==> src/rtl/lsu_align.sv <==
`default_nettype none
// ============================================================================
// Module  : lsu_align
// Brief   : Load/store alignment unit. Aligned accesses go to DMEM in one beat;
//           misaligned half/word accesses are split into byte beats.
// Revision: 1.0 - initial release
// ============================================================================
module lsu_align #(
    parameter int WIDTH_ADDR_LENGTH = 32,
    parameter int WIDTH_DATA_LENGTH = 32
) (
    input  logic                         clk,
    input  logic                         rst,
    input  logic                         Req,
    input  logic [WIDTH_ADDR_LENGTH-1:0] Addr,
    input  logic [WIDTH_DATA_LENGTH-1:0] DataW,
    input  logic                         MemRW,
    input  logic [1:0]                   LenSel,
    input  logic                         LoadUnsigned,
    output logic                         Busy,
    output logic                         Done,
    output logic                         Err,
    output logic [WIDTH_DATA_LENGTH-1:0] DataR,
    output logic [WIDTH_ADDR_LENGTH-1:0] MemAddr,
    output logic [WIDTH_DATA_LENGTH-1:0] MemDataW,
    output logic                         MemWE,
    output logic [1:0]                   MemLenSel,
    input  logic [WIDTH_DATA_LENGTH-1:0] MemDataR
);

    localparam logic [1:0] c_IDLE   = 2'd0;
    localparam logic [1:0] c_ACCESS = 2'd1;
    localparam logic [1:0] c_SPLIT  = 2'd2;
    localparam logic [1:0] c_DONE   = 2'd3;

    logic [1:0]                   r_state;
    logic [WIDTH_ADDR_LENGTH-1:0] r_addr;
    logic [WIDTH_DATA_LENGTH-1:0] r_dataW;
    logic                         r_memRW;
    logic [1:0]                   r_lenSel;
    logic                         r_loadUnsigned;
    logic [1:0]                   r_beat;
    logic [WIDTH_DATA_LENGTH-1:0] r_asm;

    logic                         w_aligned;
    logic [1:0]                   w_nextBeat;
    logic [1:0]                   w_lastBeat;
    logic [WIDTH_DATA_LENGTH-1:0] w_asmNext;

    function automatic logic [WIDTH_DATA_LENGTH-1:0] extendLoad(
        input logic [WIDTH_DATA_LENGTH-1:0] raw,
        input logic [1:0]                   len,
        input logic                         uns
    );
        logic [WIDTH_DATA_LENGTH-1:0] v;
        case (len)
            2'b00:   v = uns ? {{(WIDTH_DATA_LENGTH-8){1'b0}}, raw[7:0]}
                         : {{(WIDTH_DATA_LENGTH-8){raw[7]}}, raw[7:0]};
            2'b01:   v = uns ? {{(WIDTH_DATA_LENGTH-16){1'b0}}, raw[15:0]}
                         : {{(WIDTH_DATA_LENGTH-16){raw[15]}}, raw[15:0]};
            default: v = raw;
        endcase
        return v;
    endfunction

    always_comb begin
        case (LenSel)
            2'b00:   w_aligned = 1'b1;
            2'b01:   w_aligned = ~Addr[0];
            2'b10:   w_aligned = (Addr[1:0] == 2'b00);
            default: w_aligned = 1'b0;
        endcase
    end

    assign w_nextBeat = r_beat + 2'd1;
    assign w_lastBeat = (r_lenSel == 2'b01) ? 2'd1 : 2'd3;

    // Little-endian reassembly: beat k lands in byte lane k.
    always_comb begin
        w_asmNext = r_asm;
        w_asmNext[{r_beat, 3'b000} +: 8] = MemDataR[7:0];
    end

    always_ff @(posedge clk) begin
        if (rst) begin
            r_state        <= c_IDLE;
            r_addr         <= '0;
            r_dataW        <= '0;
            r_memRW        <= 1'b0;
            r_lenSel       <= 2'b00;
            r_loadUnsigned <= 1'b0;
            r_beat         <= 2'd0;
            r_asm          <= '0;
            Busy           <= 1'b0;
            Done           <= 1'b0;
            Err            <= 1'b0;
            DataR          <= '0;
            MemAddr        <= '0;
            MemDataW       <= '0;
            MemWE          <= 1'b0;
            MemLenSel      <= 2'b00;
        end else begin
            case (r_state)
                c_IDLE: begin
                    if (Req) begin
                        r_addr         <= Addr;
                        r_dataW        <= DataW;
                        r_memRW        <= MemRW;
                        r_lenSel       <= LenSel;
                        r_loadUnsigned <= LoadUnsigned;
                        r_beat         <= 2'd0;
                        r_asm          <= '0;
                        Busy           <= 1'b1;
                        if (LenSel == 2'b11) begin
                            r_state <= c_DONE;
                            Done    <= 1'b1;
                            Err     <= 1'b1;
                            DataR   <= '0;
                        end else if (w_aligned) begin
                            r_state   <= c_ACCESS;
                            MemAddr   <= Addr;
                            MemLenSel <= LenSel;
                            MemDataW  <= DataW;
                            MemWE     <= MemRW;
                        end else begin
                            r_state   <= c_SPLIT;
                            MemAddr   <= Addr;
                            MemLenSel <= 2'b00;
                            MemDataW  <= {{(WIDTH_DATA_LENGTH-8){1'b0}}, DataW[7:0]};
                            MemWE     <= MemRW;
                        end
                    end
                end
                c_ACCESS: begin
                    r_asm   <= MemDataR;
                    r_state <= c_DONE;
                    MemWE   <= 1'b0;
                    Done    <= 1'b1;
                    Err     <= 1'b0;
                    DataR   <= r_memRW ? '0 : extendLoad(MemDataR, r_lenSel, r_loadUnsigned);
                end
                c_SPLIT: begin
                    r_asm <= w_asmNext;
                    if (r_beat == w_lastBeat) begin
                        r_state <= c_DONE;
                        MemWE   <= 1'b0;
                        Done    <= 1'b1;
                        Err     <= 1'b0;
                        DataR   <= r_memRW ? '0 : extendLoad(w_asmNext, r_lenSel, r_loadUnsigned);
                    end else begin
                        r_beat   <= w_nextBeat;
                        // Address arithmetic wraps naturally at the top of the space.
                        MemAddr  <= r_addr + {{(WIDTH_ADDR_LENGTH-2){1'b0}}, w_nextBeat};
                        MemDataW <= {{(WIDTH_DATA_LENGTH-8){1'b0}}, r_dataW[{w_nextBeat, 3'b000} +: 8]};
                    end
                end
                c_DONE: begin
                    r_state <= c_IDLE;
                    Busy    <= 1'b0;
                    Done    <= 1'b0;
                    Err     <= 1'b0;
                end
                default: r_state <= c_IDLE;
            endcase
        end
    end

endmodule
`default_nettype wire

==> config.mk <==
export PLATFORM = sky130hd
export DESIGN_NAME = lsu_align
export DESIGN_NICKNAME = d
export VERILOG_FILES = /design/src/rtl/lsu_align.sv
export SDC_FILE = /design/constraint.sdc
export NUM_CORES = 1
export LEC_CHECK = 0
export ABC_AREA = 1
export CAP_MARGIN = 5
export CORE_ASPECT_RATIO = 1.75
export CORE_MARGIN = 8
export CORE_UTILIZATION = 55
export DETAILED_ROUTE_END_ITERATION = 16
export DONT_BUFFER_PORTS = 1
export HOLD_SLACK_MARGIN = 0.1
export PLACE_DENSITY_LB_ADDON = 0.3
export SYNTH_ARGS = -nofsm -noshare
export SYNTH_HDL_FRONTEND = slang
export SYNTH_SLANG_ARGS = --single-unit
==> constraint.sdc <==
create_clock -name clk -period 2.45 [get_ports clk]
set_clock_uncertainty 0.05 [all_clocks]
set_input_delay 0.245 -clock clk [delete_from_list [all_inputs] [get_ports clk]]
set_output_delay 0.245 -clock clk [all_outputs]
set_load 0.03 [all_outputs]
* Yosys cells after proc, flatten, opt, wreduce, memory -nomap -nowiden
Index checks and enable logic that the tools add are counted.
** Word-level totals
- Bits in registers :: 206
- Bits in latches :: 0
- RAM bits :: 0
- Memory bits (read-only) :: 0
- Bits of input ports :: 103
- Logic and storage cells :: 101
- Memories :: 0
** Cells by class
- Add/sub/neg operators :: 3
- Multipliers :: 0
- Div/mod/pow operators :: 0
- Order comparisons :: 0
- Eq/ne operators :: 13
- Shift operators :: 3
- Multiplexer cells :: 46
- Bitwise operators :: 2
- Reduce and logical (&&, ||, !) cells :: 18
** Operators with widths (count)
- 32-bit 2-to-1 mux :: 17
- 32-bit one-hot mux with 2 select lines :: 4
- 32-bit one-hot mux with 3 select lines :: 2
- 32-bit by 2-bit adder with 32-bit output :: 1
- 32-bit bitwise mux :: 1
- 8-bit by 7-bit variable shift with 32-bit output, first input constant :: 1
- 32-bit by 6-bit indexed part select with 8-bit output :: 1
- 8-bit by 7-bit indexed part select with 32-bit output :: 1
- 2-bit 2-to-1 mux :: 8
- 4-bit AND reduction :: 3
- 2-bit inequality test, second input constant :: 5
- 1-bit one-hot mux with 3 select lines :: 3
- 3-bit AND reduction :: 3
- 2-bit equality test, second input constant :: 4
- 2-bit zero test :: 4
- 2-bit one-hot mux with 4 select lines :: 1
- 2-bit AND reduction :: 4
- 1-bit 2-to-1 mux :: 7
- 5-bit negator with 7-bit output :: 1
- 2-bit by 1-bit equality test with 1-bit output, second input constant :: 3
- 1-bit one-hot mux with 4 select lines :: 1
- 2-bit one-hot mux with 2 select lines :: 1
- 2-bit nonzero test :: 2
- 3-bit nonzero test :: 1
- other kinds (5) :: 6

* Depth between registers and ports, before layout
Gate-level depths: netlist (run 1).
- Depth in word-level cells :: 8
- Mapped depth :: 15
- Depth with buffers taken out :: 13

* Least setup slack after synthesis (run 1)
OpenSTA, ideal clock, no wires.
- Path kind :: flip-flop to flip-flop
- From :: register r_beat[0]
- To :: register MemAddr[17]
- Setup time :: 0.140 ns
- Data arrival time :: 2.408 ns
- Data required time :: 2.260 ns
- Path slack :: -0.149 ns
- Stages on the path, launching flop included :: 15
- Buffers on the path :: 2
- Period minus slack after synthesis :: 2.599 ns
- Cell sequence :: dfxtp_1 > buf_4 > inv_2 > clkbuf_1 > ha_1 > ha_1 > nand2_1 > a21oi_2 > nand2_1 > nor2_2 > nand2_1 > nand2_1 > nand3_1 > nand2_1 > a21oi_2
** Between the ends
- Cells in the longest elaborated chain, start to end :: 4
- Elaborated cells on any way between the ends :: 7
- Classes of those cells :: add/sub (2); eq/ne (2); mux (2); reduce/logical (1)
** RTL lines
- from (decl) :: RTL line 42 : logic [1:0] r_beat;
- from (signal assigned) :: RTL line 151 : r_beat <= w_nextBeat;
- 2-bit by 1-bit adder with 2-bit output :: RTL line 75 : assign w_nextBeat = r_beat + 2'd1;
- 32-bit by 2-bit adder with 32-bit output :: RTL line 153 : MemAddr <= r_addr + {{(WIDTH_ADDR_LENGTH-2){1'b0}}, w_nextBeat};
- 32-bit 2-to-1 mux :: RTL line 144 : if (r_beat == w_lastBeat) begin
- 32-bit one-hot mux with 2 select lines :: RTL line 103 : case (r_state)
- to (signal assigned) :: RTL line 121 : MemAddr <= Addr;
- to (signal assigned) :: RTL line 127 : MemAddr <= Addr;
- to (signal assigned) :: RTL line 153
- to (decl) :: RTL line 24 : output logic [WIDTH_ADDR_LENGTH-1:0] MemAddr,
Several ways; a longest one is shown, not always the timed one. The select of a mux whose other input is x is not followed.
A chain may end at the register's enable or synchronous reset.

* Worst setup path after layout (run 1)
- From :: register r_state[0]
- To :: register r_lenSel[0]
** Between the ends
- Cells in the longest elaborated chain, start to end :: 2
** RTL lines
- from (decl) :: RTL line 36 : logic [1:0] r_state;
- from (signal assigned) :: RTL line 86 : r_state <= c_IDLE;
- from (signal assigned) :: RTL line 115 : r_state <= c_DONE;
- from (signal assigned) :: RTL line 120 : r_state <= c_ACCESS;
- 2-bit zero test :: RTL line 103
- 2-bit AND reduction (no source line)
- to (signal assigned) :: RTL line 109 : r_lenSel <= LenSel;
- to (decl) :: RTL line 40 : logic [1:0] r_lenSel;
No other way between the ends.

==> results of run 1 <==
[critical path: cells and delay by family (launching register included)]
family | cells | cell delay (ns)
flip-flops | 1 | 0.34
AND/OR/NAND/NOR | 2 | 0.27
buffers and inverters | 4 | 1.20
adder cells (fa/ha/maj) | 1 | 0.25
AO/OA/AOI/OAI | 1 | 0.14
[Yosys cell counts (3+ instances only)]
| master | number | area, um2 |
|---|---|---|
| sky130_fd_sc_hd__buf_1 | 7 | 26.3 |
| sky130_fd_sc_hd__nor2_1 | 184 | 691 |
| sky130_fd_sc_hd__o211ai_1 | 16 | 120 |
| sky130_fd_sc_hd__o21ai_1 | 15 | 75.1 |
| sky130_fd_sc_hd__a21oi_2 | 31 | 272 |
| sky130_fd_sc_hd__clkbuf_1 | 53 | 199 |
| sky130_fd_sc_hd__buf_2 | 18 | 90.1 |
| sky130_fd_sc_hd__dfxtp_1 | 206 | 4120 |
| sky130_fd_sc_hd__buf_12 | 4 | 80.1 |
| sky130_fd_sc_hd__inv_1 | 86 | 323 |
| sky130_fd_sc_hd__buf_4 | 4 | 30.0 |
| sky130_fd_sc_hd__nand2_1 | 385 | 1450 |
| sky130_fd_sc_hd__o21ai_0 | 149 | 746 |
| sky130_fd_sc_hd__ha_1 | 11 | 138 |
| sky130_fd_sc_hd__xor2_1 | 8 | 70.1 |
| sky130_fd_sc_hd__nand2_2 | 32 | 200 |
| sky130_fd_sc_hd__a22o_1 | 12 | 105 |
| sky130_fd_sc_hd__nand3b_1 | 5 | 37.5 |
| sky130_fd_sc_hd__a22oi_1 | 14 | 105 |
| sky130_fd_sc_hd__nand4_1 | 4 | 25.0 |
| sky130_fd_sc_hd__nand3_1 | 91 | 455 |
| sky130_fd_sc_hd__a21oi_1 | 141 | 706 |
| sky130_fd_sc_hd__a21boi_0 | 8 | 60.1 |
| sky130_fd_sc_hd__buf_6 | 9 | 101 |
| sky130_fd_sc_hd__o22ai_1 | 6 | 37.5 |
| sky130_fd_sc_hd__o31ai_1 | 3 | 22.5 |
[logic make-up (layout without fill, tap and decap cells)]
family / Yosys count / in the layout / share of synthesized area (%)
AO/OA/AOI/OAI: 399 / 399 / 21.7
XOR/XNOR: 8 / 8 / 0.664
adder cells (fa/ha/maj): 12 / 12 / 1.49
buffers and inverters: 187 / 234 / 8.48
flip-flops: 206 / 206 / 39.1
other: 0 / 1 / 0
AND/OR/NAND/NOR: 715 / 715 / 28.5
[stage by stage]
| stage | cell area [um2] | instances | setup slack [ns] | power [mW] | utilization (%) |
|---|---|---|---|---|---|
| after floorplan | 10600 | 1527 | 0.0285 | 9.39 | - |
| after global placement | 10600 | 1697 | 0.239 | 10.3 | 55.9 |
| after detailed placement | 10600 | 1697 | 0.126 | 10.4 | 55.9 |
| after CTS | 12100 | 1814 | 0.0260 | 14.0 | 64.0 |
| after global routing | 12200 | 1816 | -0.0119 | 14.9 | 64.3 |
| final | 12200 | 1816 | 0.152 | 14.1 | 64.3 |
[layout make-up]
cell class / count / area, um2
fill: 1722 / 6770
multi-input combinational: 1134 / 5600
sequential: 206 / 4130
timing repair buffer: 106 / 1060
clock buffer: 29 / 596
inverter: 90 / 345
tap: 241 / 302
clock inverter: 9 / 158
antenna: 1 / 2.50
[sequential cells by signal, summed over array words and instances (netlist names), 2 cells and up]
signal / cells
r_lenSel: 2
r_state: 2
r_beat: 2
r_dataW: 32
r_asm: 32
MemLenSel: 2
r_addr: 32
DataR: 32
MemAddr: 32
MemDataW: 32
[power groups by stage]
stage | Sequential, mW | Combinational (mW) | Clock [mW]
2_1_floorplan | 5.40 | 3.98 | 0
3_3_place_gp | 5.68 | 4.63 | 0
3_5_place_dp | 5.68 | 4.69 | 0
4_1_cts | 5.62 | 4.88 | 3.55
5_1_grt | 5.71 | 5.52 | 3.70
6_report | 5.62 | 4.98 | 3.52
[routing by layer]
layer  track usage (%)  routed length [um]  vias to the layer above
li1                  -                   -                     5080
met1              27.7               11600                     4860
met2              52.6               18600                      437
met3              6.11                2610                      127
met4              16.6                2100                        0
met5                 0                   0                        -
[worst paths after layout]
kind,from,cells after the start,to,slack [ns]
hold / removal,rst,1,MemAddr[1],-0.21
hold reg to reg,r_dataW[23],2,r_dataW[23],0.40
setup reg to reg,r_state[0],8,r_lenSel[0],0.15
setup / recovery,r_state[0],8,r_lenSel[0],0.15
[layout by cell type, fill, tap and decap left out, types with 22 or more instances in the layout]
cell	count
sky130_fd_sc_hd__nand2_1	384
sky130_fd_sc_hd__dfxtp_1	205
sky130_fd_sc_hd__nor2_1	178
sky130_fd_sc_hd__o21ai_0	149
sky130_fd_sc_hd__a21oi_1	141
sky130_fd_sc_hd__nand3_1	91
sky130_fd_sc_hd__inv_1	85
sky130_fd_sc_hd__dlygate4sd3_1	79
sky130_fd_sc_hd__nand2_2	33
sky130_fd_sc_hd__a21oi_2	30
sky130_fd_sc_hd__buf_4	22
[timing repair]
item,CTS,global route
resized for setup,0,12
endpoints found under the setup margin,0,23
setup buffers,0,1
hold endpoints to repair,204,109
==> impl_results.html, run 1 <==
<table>
<tr><th>Metric</th><th>Value</th></tr>
<tr><th colspan="2">STA</th></tr>
<tr><td>Final hold vios</td><td>about 110</td></tr>
<tr><td>Worst hold-check slack</td><td>-0.207 ns</td></tr>
<tr><td>Total count of max-transition violations in the final report</td><td>0</td></tr>
<tr><td>Total setup violations reported at the end of the flow</td><td>0</td></tr>
<tr><td>Worst rel slew slack</td><td>about half</td></tr>
<tr><td>Slew at the pin with the worst max-slew slack</td><td>around 0.77 ns</td></tr>
<tr><td>Max Clock Freq</td><td>approximately 0.44 GHz</td></tr>
<tr><td>Setup TNS</td><td>0 ns</td></tr>
<tr><td>Minimum clock period after layout</td><td>approximately 2.3 ns</td></tr>
<tr><td>Share of the clock period used by the worst path</td><td>between 90% and 100%</td></tr>
<tr><th colspan="2">Floorplanning</th></tr>
<tr><td>Chip Height</td><td>199 um</td></tr>
<tr><td>Effective utilization at floorplan</td><td>a little under three fifths</td></tr>
<tr><td>Die Area</td><td>between 0.02 and 0.025 mm2</td></tr>
<tr><td>Core Region</td><td>around 0.019 mm2</td></tr>
<tr><td>Row count</td><td>between 60 and 70</td></tr>
<tr><td>Top-level I/O count</td><td>about 210</td></tr>
<tr><td>Die X-Extent</td><td>~120 um</td></tr>
<tr><th colspan="2">Yosys</th></tr>
<tr><td>Mean Syn Cell Area</td><td>6.91 um2</td></tr>
<tr><td>Post-Syn Instances</td><td>1527</td></tr>
<tr><td>Number of library cell types mapped by synthesis</td><td>46</td></tr>
<tr><td>Top_reg_cell synth</td><td>sky130_fd_sc_hd__dfxtp_1</td></tr>
<tr><td>Syn Std Cell Area</td><td>between 0.01 and 0.015 mm2</td></tr>
<tr><td>Share of synthesized flip-flops with an asynchronous set or reset</td><td>0%</td></tr>
<tr><td>Number of enable flip-flop cells after synthesis</td><td>0</td></tr>
<tr><td>Sequential cell area fraction in the yosys report</td><td>between 30% and 40%</td></tr>
<tr><td>Register bit count reported by yosys</td><td>206</td></tr>
<tr><td>Syn Nets</td><td>about 1.6k</td></tr>
<tr><td>YS warnings</td><td>0</td></tr>
<tr><th colspan="2">Layout</th></tr>
<tr><td>Area growth syn-to-layout</td><td>15.4%</td></tr>
<tr><td>Share of final-layout standard cells stronger than drive strength 1</td><td>under 10%</td></tr>
<tr><td>Total number of nets in the final design</td><td>1674</td></tr>
<tr><th colspan="2">Pwr</th></tr>
<tr><td>Peak ir drop on the vdd network</td><td>between 0.0008 and 0.0009 V</td></tr>
<tr><td>Internal power</td><td>approximately 7.9 mW</td></tr>
<tr><td>Leak Pwr</td><td>around 4.6 nW</td></tr>
<tr><td>P per Cell Area</td><td>between 1000 and 1500 mW/mm2</td></tr>
<tr><td>Power dissipated by switching net loads</td><td>a little over 6 mW</td></tr>
<tr><td>Clk network pwr share</td><td>approximately a quarter</td></tr>
<tr><td>Part of the total power dissipated in sequential elements</td><td>between 30 and 40%</td></tr>
<tr><td>Switch share</td><td>a little over two fifths</td></tr>
<tr><td>Share of power burned in combinational logic</td><td>a little over a third</td></tr>
<tr><th colspan="2">Global routing</th></tr>
<tr><td>Maximum number of pins on one net before global-route repair</td><td>119</td></tr>
<tr><td>Remaining global-route overflow</td><td>0</td></tr>
<tr><td>Global-route wire length before repair</td><td>between 50000 and 60000 um</td></tr>
<tr><td>GRT Overall Usage</td><td>28.1%</td></tr>
<tr><td>Antenna violations before repair</td><td>1</td></tr>
<tr><td>Vias in the first global route</td><td>10.2k</td></tr>
<tr><th colspan="2">Drt</th></tr>
<tr><td>Count of routing violations after the opening detailed-route iteration</td><td>~960</td></tr>
<tr><td>Number of remaining DRC errors</td><td>0</td></tr>
<tr><td>Detail Route Antenna Nets</td><td>0</td></tr>
<tr><td>Avg Vias per Cell</td><td>approximately 5.8</td></tr>
<tr><td>Routed via count</td><td>10.5k</td></tr>
<tr><td>Total wirelength of the detailed-routed design</td><td>approximately 35000 um</td></tr>
<tr><td>DR WL/cell</td><td>a little under 20 um</td></tr>
<tr><td>Number of detailed-routing iterations run before antenna repair</td><td>6</td></tr>
<tr><th colspan="2">Clock tree</th></tr>
<tr><td>CTS tree</td><td>yes</td></tr>
<tr><td>Max Buffers Root-to-Sink</td><td>3</td></tr>
<tr><td>Buffer type at the clock tree root</td><td>sky130_fd_sc_hd__clkbuf_16</td></tr>
<tr><td>Clock Latency Late Sink</td><td>0.50 ns</td></tr>
<tr><td>Number of clock sinks seen by CTS</td><td>just over 200</td></tr>
<tr><td>Hold buffers post-CTS</td><td>79</td></tr>
<tr><td>Number of H-tree levels</td><td>1</td></tr>
<tr><td>Clock-pin slew reported for the worst setup and hold paths after clock tree synthesis</td><td>0.06 ns</td></tr>
<tr><td>TritonCTS Buffers</td><td>21</td></tr>
<tr><th colspan="2">Critical path</th></tr>
<tr><td>Critical Path, Cell by Cell</td><td>inv_1, ha_2, nand2_2, inv_1, buf_4, nand2_1, a21oi_1, dlygate4sd3_1</td></tr>
<tr><td>Kind of end point of the critical path</td><td>flop</td></tr>
<tr><td>Peak per-stage delay on the critical path</td><td>approximately 0.55 ns</td></tr>
<tr><td>Setup Crit Path Kind</td><td>flop to flop</td></tr>
<tr><td>Critical path launch point type</td><td>flop</td></tr>
<tr><td>Arrival time worst endpoint</td><td>2.70 ns</td></tr>
<tr><td>Critical Path Fanout Max</td><td>40</td></tr>
<tr><td>Most common cell type on the critical path</td><td>sky130_fd_sc_hd__inv_1</td></tr>
<tr><td>Worst path slowest cell</td><td>sky130_fd_sc_hd__dlygate4sd3_1</td></tr>
<tr><td>Data required time of the critical path</td><td>between 2 and 3 ns</td></tr>
<tr><th colspan="2">Outcome</th></tr>
<tr><td>Outcome</td><td>complete, but fails checks</td></tr>
<tr><td>Violated checks</td><td>negative hold slack</td></tr>
<tr><th colspan="2">Flow run</th></tr>
<tr><td>Max-capacitance violation count</td><td>0</td></tr>
<tr><th colspan="2">Placed design</th></tr>
<tr><td>Buffers added on ports</td><td>0</td></tr>
<tr><td>Gp weighted congestion</td><td>between 0.9 and 1</td></tr>
<tr><td>Final HPWL from detailed placement</td><td>24500 um</td></tr>
<tr><th colspan="2">Worst hold path</th></tr>
<tr><td>Path category of the worst min-delay check</td><td>primary input to flop</td></tr>
</table>
Note: power is estimated with default switching activity, not from simulation.
==> run 2: changes to the inputs <==
Settings changed: CAP_MARGIN 5 to 10.
Clock period 2.45 ns to 2.6 ns, I/O delays scaled along.
==> run 2 against run 1 <==
The run now ends clean. Flip-flop and latch count did not move. Sequential power fell by 5.7%. Wire length rose by 0.28%. Maximum frequency fell by 6.3%. Count of clock-buffer cells in the layout rose by 5. Via count rose by 0.83%. Critical path type unchanged. Highest routed layer unchanged.
==> impl_results.html, run 2 (same netlist as run 1, synthesis figures left out) <==
<table>
<tr><th>Metric</th><th>Value</th></tr>
<tr><th colspan="2">Layout</th></tr>
<tr><td>Final design utilization</td><td>65.3% (+0.97 points)</td></tr>
<tr><td>Cell Count, Final, Fillers Out</td><td>1840 (+1.3%)</td></tr>
<tr><td>Flip-flop and latch area</td><td>0.00412 mm2 (about the same)</td></tr>
<tr><td>Area of the multi-input gates</td><td>0.00557 mm2 (-0.38%)</td></tr>
<tr><td>Commonest cells after routing, fill and taps aside</td><td>383 x sky130_fd_sc_hd__nand2_1, 206 x sky130_fd_sc_hd__dfxtp_1, 179 x sky130_fd_sc_hd__nor2_1</td></tr>
<tr><td>Area growth syn-to-layout</td><td>17.2%</td></tr>
<tr><td>Most frequent standard cell in the layout excluding fill and tap cells</td><td>sky130_fd_sc_hd__nand2_1</td></tr>
<tr><td>Share of final-layout standard cells stronger than drive strength 1</td><td>9.20% (-0.58 points)</td></tr>
<tr><td>Total number of nets in the final design</td><td>1699 (+1.5%)</td></tr>
<tr><td>Fill cell count</td><td>1625 (-5.6%)</td></tr>
<tr><th colspan="2">Critical path</th></tr>
<tr><td>Kind of end point of the critical path</td><td>flop</td></tr>
<tr><td>Critical Path Fanout Max</td><td>7 (-83%)</td></tr>
<tr><td>Worst path slowest cell</td><td>sky130_fd_sc_hd__dlygate4sd3_1</td></tr>
<tr><td>Data required time of the critical path</td><td>2.99 ns (+0.14 ns)</td></tr>
<tr><td>Critical path launch point type</td><td>flop</td></tr>
<tr><td>Peak per-stage delay on the critical path</td><td>0.55 ns (about the same)</td></tr>
<tr><td>Arrival time worst endpoint</td><td>2.84 ns (+0.14 ns)</td></tr>
<tr><td>Critical Path, Cell by Cell</td><td>inv_1, ha_1, nor2_1, nand3_1, nand2_1, inv_1, o21ai_0, a22oi_1, nor2_1, dlygate4sd3_1</td></tr>
<tr><td>Setup Crit Path Kind</td><td>flop to flop</td></tr>
<tr><th colspan="2">Clock tree</th></tr>
<tr><td>TritonCTS Buffers</td><td>21 (unchanged)</td></tr>
<tr><td>Number of clock sinks seen by CTS</td><td>206 (unchanged)</td></tr>
<tr><td>Clock-pin slew reported for the worst setup and hold paths after clock tree synthesis</td><td>0.06 ns (about the same)</td></tr>
<tr><td>Clock Latency Late Sink</td><td>0.50 ns (about the same)</td></tr>
<tr><td>Buffer type at the clock tree root</td><td>sky130_fd_sc_hd__clkbuf_16</td></tr>
<tr><td>CTS tree</td><td>yes</td></tr>
<tr><td>Number of H-tree levels</td><td>1 (unchanged)</td></tr>
<tr><td>Max Buffers Root-to-Sink</td><td>3 (unchanged)</td></tr>
<tr><th colspan="2">Placed design</th></tr>
<tr><td>Final HPWL from detailed placement</td><td>24000 um (-2.1%)</td></tr>
<tr><td>Buffers added on ports</td><td>0 (unchanged)</td></tr>
<tr><td>Inst Count DP</td><td>1692 (-0.29%)</td></tr>
<tr><td>Gp weighted congestion</td><td>0.965 (-3.2%)</td></tr>
<tr><th colspan="2">Floorplanning</th></tr>
<tr><td>Die Area</td><td>0.0240 mm2 (unchanged)</td></tr>
<tr><td>Core Region</td><td>0.0189 mm2 (unchanged)</td></tr>
<tr><td>Row count</td><td>67 (unchanged)</td></tr>
<tr><td>Chip Height</td><td>199 um (unchanged)</td></tr>
<tr><td>Top-level I/O count</td><td>205 (unchanged)</td></tr>
<tr><td>Die X-Extent</td><td>121 um (unchanged)</td></tr>
<tr><td>Effective utilization at floorplan</td><td>55.7% (unchanged)</td></tr>
<tr><th colspan="2">STA</th></tr>
<tr><td>Worst rel slew slack</td><td>31.3% (-18 points)</td></tr>
<tr><td>Minimum clock period after layout</td><td>2.45 ns (+0.155 ns)</td></tr>
<tr><td>Total setup violations reported at the end of the flow</td><td>0 (unchanged)</td></tr>
<tr><td>Setup TNS</td><td>0 ns (unchanged)</td></tr>
<tr><td>Total count of max-transition violations in the final report</td><td>0 (unchanged)</td></tr>
<tr><td>Max Clock Freq</td><td>0.408 GHz (-6.3%)</td></tr>
<tr><td>Unrepaired setup endpoints after global routing</td><td>true</td></tr>
<tr><td>Final hold vios</td><td>0 (-100%)</td></tr>
<tr><td>Worst hold-check slack</td><td>0.109 ns (+0.315 ns)</td></tr>
<tr><td>Share of the clock period used by the worst path</td><td>94.3% (+0.56 points)</td></tr>
<tr><td>Slew at the pin with the worst max-slew slack</td><td>1.03 ns (+0.264 ns)</td></tr>
<tr><th colspan="2">Drt</th></tr>
<tr><td>Avg Vias per Cell</td><td>5.76 (-0.49%)</td></tr>
<tr><td>DR WL/cell</td><td>19.0 um (-1.0%)</td></tr>
<tr><td>Routed via count</td><td>10.6k (+0.83%)</td></tr>
<tr><td>Count of routing violations after the opening detailed-route iteration</td><td>1023 (+7.0%)</td></tr>
<tr><td>Total wirelength of the detailed-routed design</td><td>35000 um (+0.28%)</td></tr>
<tr><td>Detail Route Antenna Nets</td><td>0 (unchanged)</td></tr>
<tr><td>Number of detailed-routing iterations run before antenna repair</td><td>6 (unchanged)</td></tr>
<tr><td>Number of remaining DRC errors</td><td>0 (unchanged)</td></tr>
<tr><th colspan="2">Flow run</th></tr>
<tr><td>Max-capacitance violation count</td><td>0 (unchanged)</td></tr>
<tr><th colspan="2">Global routing</th></tr>
<tr><td>Global-route wire length before repair</td><td>54700 um (+1.3%)</td></tr>
<tr><td>Antenna violations before repair</td><td>1 (unchanged)</td></tr>
<tr><td>Vias in the first global route</td><td>10.5k (+3.0%)</td></tr>
<tr><td>Maximum number of pins on one net before global-route repair</td><td>103 (-13%)</td></tr>
<tr><td>GRT Overall Usage</td><td>28.3% (+0.20 points)</td></tr>
<tr><td>Remaining global-route overflow</td><td>0 (unchanged)</td></tr>
<tr><th colspan="2">Pwr</th></tr>
<tr><td>Peak ir drop on the vdd network</td><td>0.000673 V (-21%)</td></tr>
<tr><td>Leak Pwr</td><td>4.69 nW (+2.3%)</td></tr>
<tr><td>P per Cell Area</td><td>1060 mW/mm2 (-9.0%)</td></tr>
<tr><th colspan="2">Outcome</th></tr>
<tr><td>Outcome</td><td>completed</td></tr>
<tr><th colspan="2">Worst hold path</th></tr>
<tr><td>Path category of the worst min-delay check</td><td>primary input to flop</td></tr>
</table>
-- run 2: critical path: cells and delay by family, from the launching register on --
family                     cells  cell delay, ns
adders and majority gates      1            0.41
DFF                            1            0.33
buffers and inverters          3            0.73
and+or+nand+nor                4            0.51
AOI/OAI and AO/OA              2            0.37
-- run 2: per-layer routing --
metal	vias up	GRT usage (%)	wire length (um)
li1	5126	-	-
met1	4934	28.2	12100
met2	403	52.2	18500
met3	128	5.46	2210
met4	0	18.8	2190
met5	-	0	0
-- run 2: timing repair --
action	4_1_cts	5_1_grt
hold endpoints to repair	204	0
buffers inserted	0	0
gates resized for setup	0	19
setup endpoints to repair	0	20
hold buffers	110	0
-- run 2: final cells by class --
class                   count  share of cell area, %
diodes                      1                 0.0202
well taps                 241                   2.44
repair buffers            131                   10.8
clock inverters             3                  0.152
inverters                  90                   2.79
multi-input cells        1134                   45.1
flip-flops and latches    206                   33.4
clock buffers              34                   5.37
-- run 2: final timing paths --
path                             startpoint          end  slack (ns)  cells past startpoint
worst max-delay path              r_beat[1]     DataR[3]        0.15                     10
worst min-delay path            MemDataR[1]    r_asm[17]        0.11                      6
worst max register to register    r_beat[1]     DataR[3]        0.15                     10
worst min register to register  r_dataW[21]  r_dataW[21]        0.40                      2
-- run 2: report_power, final --
group | internal [mW] | switching [mW]
clock network | 1.74 | 1.27
logic | 1.53 | 3.21
registers | 3.90 | 1.40
total | 7.18 | 5.87
-- run 2: through the flow --
step / setup WS, ns / total power, mW / area, um2
floorplan: 0.00117 / 8.84 / 10600
finish: 0.147 / 13.0 / 12400
detailed placement: 0.154 / 9.71 / 10500
CTS: 0.0366 / 12.9 / 12300
global route: -0.00623 / 13.8 / 12400
global placement: 0.253 / 9.63 / 10500
